$ cat config.mk
export PLATFORM = sky130hd
export DESIGN_NAME = imem_fetch_ctrl
export DESIGN_NICKNAME = d
export VERILOG_FILES = /design/src/rtl/imem_fetch_ctrl.sv
export SDC_FILE = /design/constraint.sdc
export NUM_CORES = 1
export LEC_CHECK = 0
export BUFFER_PORTS_ARGS = -buffer_cell sky130_fd_sc_hd__buf_2
export CAP_MARGIN = 0
export CORE_ASPECT_RATIO = 1.2
export CORE_MARGIN = 5
export CORE_UTILIZATION = 40
export CTS_BUF_LIST = sky130_fd_sc_hd__clkbuf_16
export DETAILED_ROUTE_END_ITERATION = 16
export GPL_ROUTABILITY_DRIVEN = 0
export HOLD_SLACK_MARGIN = 0.12
export PLACE_DENSITY = 0.76
export SYNTH_ARGS = -nofsm -noshare
export SYNTH_HDL_FRONTEND = slang
export SYNTH_SLANG_ARGS = --single-unit
$ cat constraint.sdc
create_clock -name i_clk -period 3.5 [get_ports i_clk]
set_input_delay 0.175 -clock i_clk [delete_from_list [all_inputs] [get_ports i_clk]]
set_output_delay 0.175 -clock i_clk [all_outputs]
set_load 0.03 [all_outputs]
$ cat src/rtl/imem_fetch_ctrl.sv
// Instruction-memory fetch controller: one req/gnt + rvalid bus read per IF PC, holding IF via o_stall.
// Define IMEM_ERR_EN to add bus-error handling (i_rerr input, o_fetch_err output).
module imem_fetch_ctrl #(
    parameter int unsigned      WIDTH       = 32,
    parameter int unsigned      TIMEOUT_CYC = 255,
    parameter logic [WIDTH-1:0] NOP_INSTR   = 32'h0000_0013
) (
    input  logic             i_clk,
    input  logic             i_rstn,
    input  logic [WIDTH-1:0] i_pc,
    input  logic             i_redirect,
    output logic [WIDTH-1:0] o_instr,
    output logic             o_stall,
    output logic             o_req,
    output logic [WIDTH-1:0] o_addr,
    input  logic             i_gnt,
    input  logic             i_rvalid,
    input  logic [WIDTH-1:0] i_rdata,
`ifdef IMEM_ERR_EN
    input  logic             i_rerr,
    output logic             o_fetch_err,
`endif
    output logic             o_timeout
);

    localparam int unsigned   CW         = (TIMEOUT_CYC > 0) ? $clog2(TIMEOUT_CYC + 1) : 1;
    localparam bit            TIMEOUT_EN = (TIMEOUT_CYC != 0);
    localparam logic [CW-1:0] CNT_MAX    = {CW{1'b1}};
    localparam logic [CW-1:0] CNT_ONE    = CW'(1);
    localparam logic [CW-1:0] CNT_LAST   = CW'((TIMEOUT_CYC > 0) ? TIMEOUT_CYC - 1 : 0);

    typedef enum logic [1:0] {
        ST_IDLE = 2'd0,
        ST_REQ  = 2'd1,
        ST_WAIT = 2'd2,
        ST_RESP = 2'd3
    } state_e;

    state_e           state_d, state_q;
    logic [WIDTH-1:0] instr_d, instr_q;
    logic             stall_d, stall_q;
    logic             req_d, req_q;
    logic [WIDTH-1:0] addr_d, addr_q;
    logic [CW-1:0]    cnt_d, cnt_q;
    logic             discard_d, discard_q;
    logic             timeout_d, timeout_q;
`ifdef IMEM_ERR_EN
    logic             fetch_err_d, fetch_err_q;
`endif

    // Next-state and next-output decode for the fetch sequence.
    always_comb begin
        state_d   = state_q;
        instr_d   = instr_q;
        addr_d    = addr_q;
        cnt_d     = cnt_q;
        discard_d = discard_q;
        timeout_d = timeout_q;
`ifdef IMEM_ERR_EN
        fetch_err_d = 1'b0;
`endif
        case (state_q)
            ST_IDLE: begin
                state_d = ST_REQ;
            end
            ST_REQ: begin
                if (i_redirect) begin
                    discard_d = 1'b1;
                end else begin
                    discard_d = discard_q;
                end
                if (i_gnt) begin
                    state_d = ST_WAIT;
                    cnt_d   = {CW{1'b0}};
                    addr_d  = i_pc;
                end else begin
                    state_d = ST_REQ;
                end
            end
            ST_WAIT: begin
                if (i_redirect) begin
                    discard_d = 1'b1;
                end else begin
                    discard_d = discard_q;
                end
                if (cnt_q != CNT_MAX) begin
                    cnt_d = cnt_q + CNT_ONE;
                end else begin
                    cnt_d = cnt_q;
                end
                // A response in the timeout cycle still delivers real data.
                if (i_rvalid) begin
                    state_d = ST_RESP;
                    if (discard_q || i_redirect) begin
                        instr_d = NOP_INSTR;
                    end
`ifdef IMEM_ERR_EN
                    else if (i_rerr) begin
                        instr_d     = NOP_INSTR;
                        fetch_err_d = 1'b1;
                    end
`endif
                    else begin
                        instr_d = i_rdata;
                    end
                end else if (TIMEOUT_EN && (cnt_q == CNT_LAST)) begin
                    state_d   = ST_RESP;
                    instr_d   = NOP_INSTR;
                    timeout_d = 1'b1;
                end else begin
                    state_d = ST_WAIT;
                end
            end
            ST_RESP: begin
                state_d   = ST_REQ;
                discard_d = 1'b0;
            end
            default: begin
                state_d = ST_IDLE;
            end
        endcase
        req_d   = (state_d == ST_REQ);
        stall_d = (state_d != ST_RESP);
    end

    // State and output registers; reset abandons any in-flight read.
    always_ff @(posedge i_clk or negedge i_rstn) begin
        if (!i_rstn) begin
            state_q     <= ST_IDLE;
            instr_q     <= NOP_INSTR;
            stall_q     <= 1'b1;
            req_q       <= 1'b0;
            addr_q      <= {WIDTH{1'b0}};
            cnt_q       <= {CW{1'b0}};
            discard_q   <= 1'b0;
            timeout_q   <= 1'b0;
`ifdef IMEM_ERR_EN
            fetch_err_q <= 1'b0;
`endif
        end else begin
            state_q     <= state_d;
            instr_q     <= instr_d;
            stall_q     <= stall_d;
            req_q       <= req_d;
            addr_q      <= addr_d;
            cnt_q       <= cnt_d;
            discard_q   <= discard_d;
            timeout_q   <= timeout_d;
`ifdef IMEM_ERR_EN
            fetch_err_q <= fetch_err_d;
`endif
        end
    end

    // IF's PC only settles to the next fetch address at the RESP edge, so the
    // bus address follows i_pc live while requesting and holds the granted one after.
    assign o_addr    = req_q ? i_pc : addr_q;
    assign o_instr   = instr_q;
    assign o_stall   = stall_q;
    assign o_req     = req_q;
    assign o_timeout = timeout_q;
`ifdef IMEM_ERR_EN
    assign o_fetch_err = fetch_err_q;
`endif

endmodule
==> Word level (Yosys, flattened, before mapping) <==
Cells that the tools add are included.
{ "classes": {"add_sub_neg": 1, "n_eq_ne": 10, "mux": 13, "bitwise": 1, "n_reduce_logical": 12} }
{ "ops": {"columns": ["operator", "n"], "rows": [
  ["$mux W32", 4],
  ["$mux W8", 2],
  ["$pmux W8 S2", 1],
  ["$add A8 B1 Y8 const B", 1],
  ["$eq A8 B8 Y1 const B", 1],
  ["$ne A8 B8 Y1 const B", 1],
  ["$ne A2 B2 Y1 const B", 3],
  ["$pmux W2 S3", 1],
  ["$reduce_and A2 Y1", 3],
  ["$reduce_and A3 Y1", 2],
  ["$reduce_bool A2 Y1", 3],
  ["$eq A2 B1 Y1 const B", 2],
  ["$eq A2 B2 Y1 const B", 2],
  ["$reduce_or A2 Y1", 2],
  ["$mux W1", 3],
  ["$logic_not A2 Y1", 1],
  ["$mux W2", 1],
  ["$ne A2 B1 Y1 const B", 1],
  ["$pmux W1 S2", 1],
  ["$logic_or A1 B1 Y1", 1],
  ["$not A1 Y1", 1]
]} }
{ "totals": {"register_bits": 78, "input_bits": 69, "out_inout_bits": 67, "elab_cells": 45} }

==> Longest topological paths before layout <==
{ "logic_depth": {"word_depth": 5, "ltp_mapped": 8, "ltp_nobuf": 7} }

==> Least setup slack after synthesis <==
OpenSTA, ideal clock, no wires.
{ "synth_path": {"path_kind": "reg2reg", "startpoint": "reg state_q[0]", "endpoint": "reg cnt_q[7]", "setup_ns": 0.077, "t_arrival_ns": 1.647, "t_required_ns": 3.423, "setup_slack_ns": 1.776, "stages_incl_launch_ff": 9, "n_path_buf": 1, "synth_period_minus_slack_ns": 1.724, "path_cell_list": "dfrtp_1 inv_1 ha_1 buf_2 mux2i_1 inv_2 nand3_2 or4_1 a21oi_1"} }
{ "synth_between": {"elab_chain_cells": 3, "elab_cells_between_ends": 7, "classes_between": "eq/ne: 4; mux: 1; reduce/logical: 2"} }
{ "synth_lines": {"columns": ["item", "line_no", "rtl"], "rows": [
  ["from (decl)", "39", "state_e state_d, state_q;"],
  ["from (signal assigned)", "141", "state_q <= state_d;"],
  ["$eq A2 B2 Y1 or $eq A2 B1 Y1 (tied branches)", "62", "case (state_q)"],
  ["$ne A2 B2 Y1 (no line) or $reduce_bool A2 Y1 (tied branches)", null, null],
  ["$reduce_and A3 Y1 (no line)", null, null],
  ["to (signal assigned)", "134", "cnt_q <= {CW{1'b0}};"],
  ["to (signal assigned)", "146", "cnt_q <= cnt_d;"],
  ["to (decl)", "44", "logic [CW-1:0] cnt_d, cnt_q;"]
]} }
Several ways; a longest one is shown, not always the timed one.
A chain may end at the register's enable or synchronous reset.

==> Final worst setup path <==
{ "layout_path": {"startpoint": "reg cnt_q[3]", "endpoint": "reg instr_q[3] (netlist: o_instr[3])"} }
{ "layout_between": {"elab_chain_cells": 3} }
{ "layout_lines": {"columns": ["item", "line_no", "rtl"], "rows": [
  ["$eq A8 B8 Y1", "106", "end else if (TIMEOUT_EN && (cnt_q == CNT_LAST)) begin"],
  ["$reduce_bool A2 Y1 (no line)", null, null],
  ["$reduce_and A2 Y1 (no line)", null, null],
  ["to (signal assigned)", "142", "instr_q <= instr_d;"],
  ["to (decl)", "40", "logic [WIDTH-1:0] instr_d, instr_q;"]
]} }
No other way between the ends.

==> metrics.md <==
| Metric | Value |
|---|---|
| CTS root buf | clkbuf_16 |
| Drt wl/cell | 15.8 um |
| Via Count | 2843 |
| Reg-to-reg startpoint | cnt_q[3]$_DFFE_PN0P_ |
| Die height | 112 um |
| Top post-synthesis cells by area | dfrtp_1, mux2_2, a22o_1 |
| Commonest non-fill, non-tap cell in the layout | buf_2 |
| Post-DP Area | 0.00424 sq mm |
| Top-area cell type share of the netlist area | 53.8% |
| DRC violations left | 0 |
| Leading area contributor after synthesis | dfrtp_1 |
| GR Util met3 | 3.65% |
| Worst Path Max Fanout | 29 |
| CTS tree | yes |
| Met2 Use GR | 32.2% |
| Num CTS Buffers | 9 |
| Gate Count Post-Synth | 255 |
| Post-Syn Nets | 329 |
| Setup TNS | 0 ps |
| Total core area | 0.00847 sq mm |
| Worst Max-Slew Pin Slew | 1030 ps |
| Met1 global-route usage | 19.7% |
| RSZ-0062 raised after global routing | false |
| MaxCap Viol Count | 0 |
| Core Util, Final | 61.2% |
| Clk buf depth | 2 |
| Die X | 94.7 um |
| Hold_sp | i_redirect |
| HP Class | input pin to register |
| Initial Util | 40.6% |
| Worst reg2reg path depth | 4 |
| Busiest grt layer | met2 |
| Hold Path End | discard_q$_DFFE_PN0P_ |
| Commonest cells after routing, fill and taps aside | buf_2, dfrtp_1, dlygate4sd3_1, mux2_2, a22o_1 |
| Total grt overflow | 0 |
| Max frequency | 464 MHz |
| Register area share after synthesis | 56.9% |
| Max transition margin | 31.0% |
| Dominant synthesized flop cell | dfrtp_1 |
| CP required | 3700 ps |
| Hold depth | 2 |
| Diodes inserted | 0 |
| First drt pass iteration count | 4 |
| Clock skew | 3.74 ps |
| Clk sinks | 78 |
| Antenna violation net count after detailed routing | 0 |
| Post-CTS Resized | 0 |
| Power density over the cells | 895 mW/mm^2 |
| Initial antenna violation count | 0 |
| Yosys reg bits | 78 |
| Clock Latency Late Sink | 320 ps |
| P&R area growth vs syn | 50.7% |
| Clock slew at reported path FFs | 60 ps |
| Fin. max-slew vios | 0 |
| Synthesized area | 0.00344 sq mm |
| Port-buffer cells | 135 |
| Post-DR vias/cell | 4.92 |
| Die area | 0.0106 sq mm |
| Number of global-route vias before repair | 3073 |
| Post-synth EDFFs | 0 |
| FFs w/ async S/R, synth | 100% |
| Leak Pwr | 2.52 nW |
| Largest net degree at the start of global routing | 79 |
| Final hold violations | 0 |
| Mean Syn Cell Area | 13.5 sq um |
| Synth warn | 0 |
| Placement Rows | 37 |
| CP Class | register to register |
| Max stage delay cell, worst path | nand2_1 |
| Max VDD drop | 0.400 mV |
| Crit path launch type | register |
| Worst R2R End | o_instr[3]$_DFFE_PN0P_ |
| All-Layer GR Usage | 17.6% |
| Share of cells above drive strength 1 | 48.8% |
| H-tree depth | 3 |
| CP delay by family, top | simple AND/OR/NAND/NOR gates |
| Cell Chain, Critical Path | and4_1 -> a31o_2 -> nand2_1 -> a22o_1 |
| HPWL after detailed placement | 5.78 mm |
| Slowest cell delay on critical path | 590 ps |
| Nets@finish | 530 |
| Fin crit period | 2150 ps |
| Final-report setup violation count | 0 |
| Boundary Pins | 136 |
| Cell area after layout | 0.00519 sq mm |
| Starting DRT DRC Count | 124 |
| Final Cycle Share | 61.6% |
| Routed WL | 9.15 mm |
| Worst path bufs/invs | 0 |
| First-pass GRT wire length | 14.7 mm |
| Worst EP arrival | 2360 ps |
| Flop2flop setup slack | 1350 ps |
| Critical Path Sink Type | register |
| Synth cell types | 36 |
| Outcome | complete, no violations |
==> report_power, final <==
part | leakage [nW] | switching (mW) | internal [mW]
combinational | 1.39 | 1.37 | 0.913
sequential | 0.988 | 0.189 | 1.29
clock | 0.140 | 0.342 | 0.546
==> layout make-up <==
class,instances,area (sq um)
fillers,664,3280
flip-flops and latches,78,1960
multi-input cells,156,1410
repair buffers,204,1360
clock buffers,9,225
well taps,117,146
clock inverters,7,66.3
inverters,7,26.3
==> flip-flops by register name, summed over array words and instances (netlist names) <==
register / cells
o_instr: 32
o_timeout: 1
state_q: 2
o_stall: 1
cnt_q: 8
addr_q: 32
o_req: 1
discard_q: 1
==> per-layer routing <==
layer / up-vias / wire length, um / part of all wire (%)
li1: 1344 / - / -
met1: 1411 / 3510 / 38
met2: 76 / 5080 / 56
met3: 12 / 416 / 4.5
met4: 0 / 146 / 1.6
met5: - / 0 / 0
==> how the worst max path moves through the flow <==
stage / startpoint / cells after the start / to
6_report: cnt_q[3]$_DFFE_PN0P_ / 4 / o_instr[3]$_DFFE_PN0P_
2_1_floorplan: state_q[0]$_DFF_PN0_ / 8 / cnt_q[7]$_DFFE_PN0P_
4_1_cts: cnt_q[3]$_DFFE_PN0P_ / 4 / o_instr[3]$_DFFE_PN0P_
3_5_place_dp: cnt_q[3]$_DFFE_PN0P_ / 4 / o_instr[3]$_DFFE_PN0P_
3_3_place_gp: cnt_q[3]$_DFFE_PN0P_ / 4 / o_instr[28]$_DFFE_PN0P_
5_1_grt: state_q[0]$_DFF_PN0_ / 6 / cnt_q[4]$_DFFE_PN0P_
==> Yosys cell counts, types with 4 or more instances <==
master    number
dfstp_2        4
a22o_1        30
buf_2          4
dfrtp_1       74
nand2_1        9
clkbuf_1       7
nor2_1         5
ha_1           5
nand3_1        4
mux2_2        64
inv_1          6
o21ai_0        5
==> repair_timing <==
| action | in CTS | in global routing |
|---|---|---|
| buffers inserted | 0 | 0 |
| hold buffers | 66 | 0 |
| endpoints found under the hold margin | 139 | 0 |
==> stage by stage <==
step | cells | hold slack (ps) | total power [mW] | setup WS [ps]
5_1_grt | 578 | 170 | 4.89 | 1190
3_5_place_dp | 496 | 393 | 3.71 | 1390
4_1_cts | 578 | 133 | 4.68 | 1380
6_report | 578 | 147 | 4.65 | 1350
2_1_floorplan | 255 | -121 | 3.11 | 1780
3_3_place_gp | 496 | 390 | 3.65 | 1460
==> worst register-to-register path, delay by kind of cell (launching register included) <==
family | cells | cell delay (ps)
AOI/OAI and AO/OA | 2 | 710
and+or+nand+nor | 2 | 910
DFF | 1 | 410
==> cells by family (layout without fill, tap and decap cells) <==
group           Yosys count  count (layout)  share of synthesized area, %
flops                    78              78                          56.9
mux                      66              66                          21.5
compound gates           51              51                          12.0
simple gates             32              32                          4.83
buf+inv                  21             227                          2.44
fa+ha+maj                 5               5                          1.82
xor+xnor                  2               2                         0.509
No activity file was read; power rests on OpenSTA's default activity.
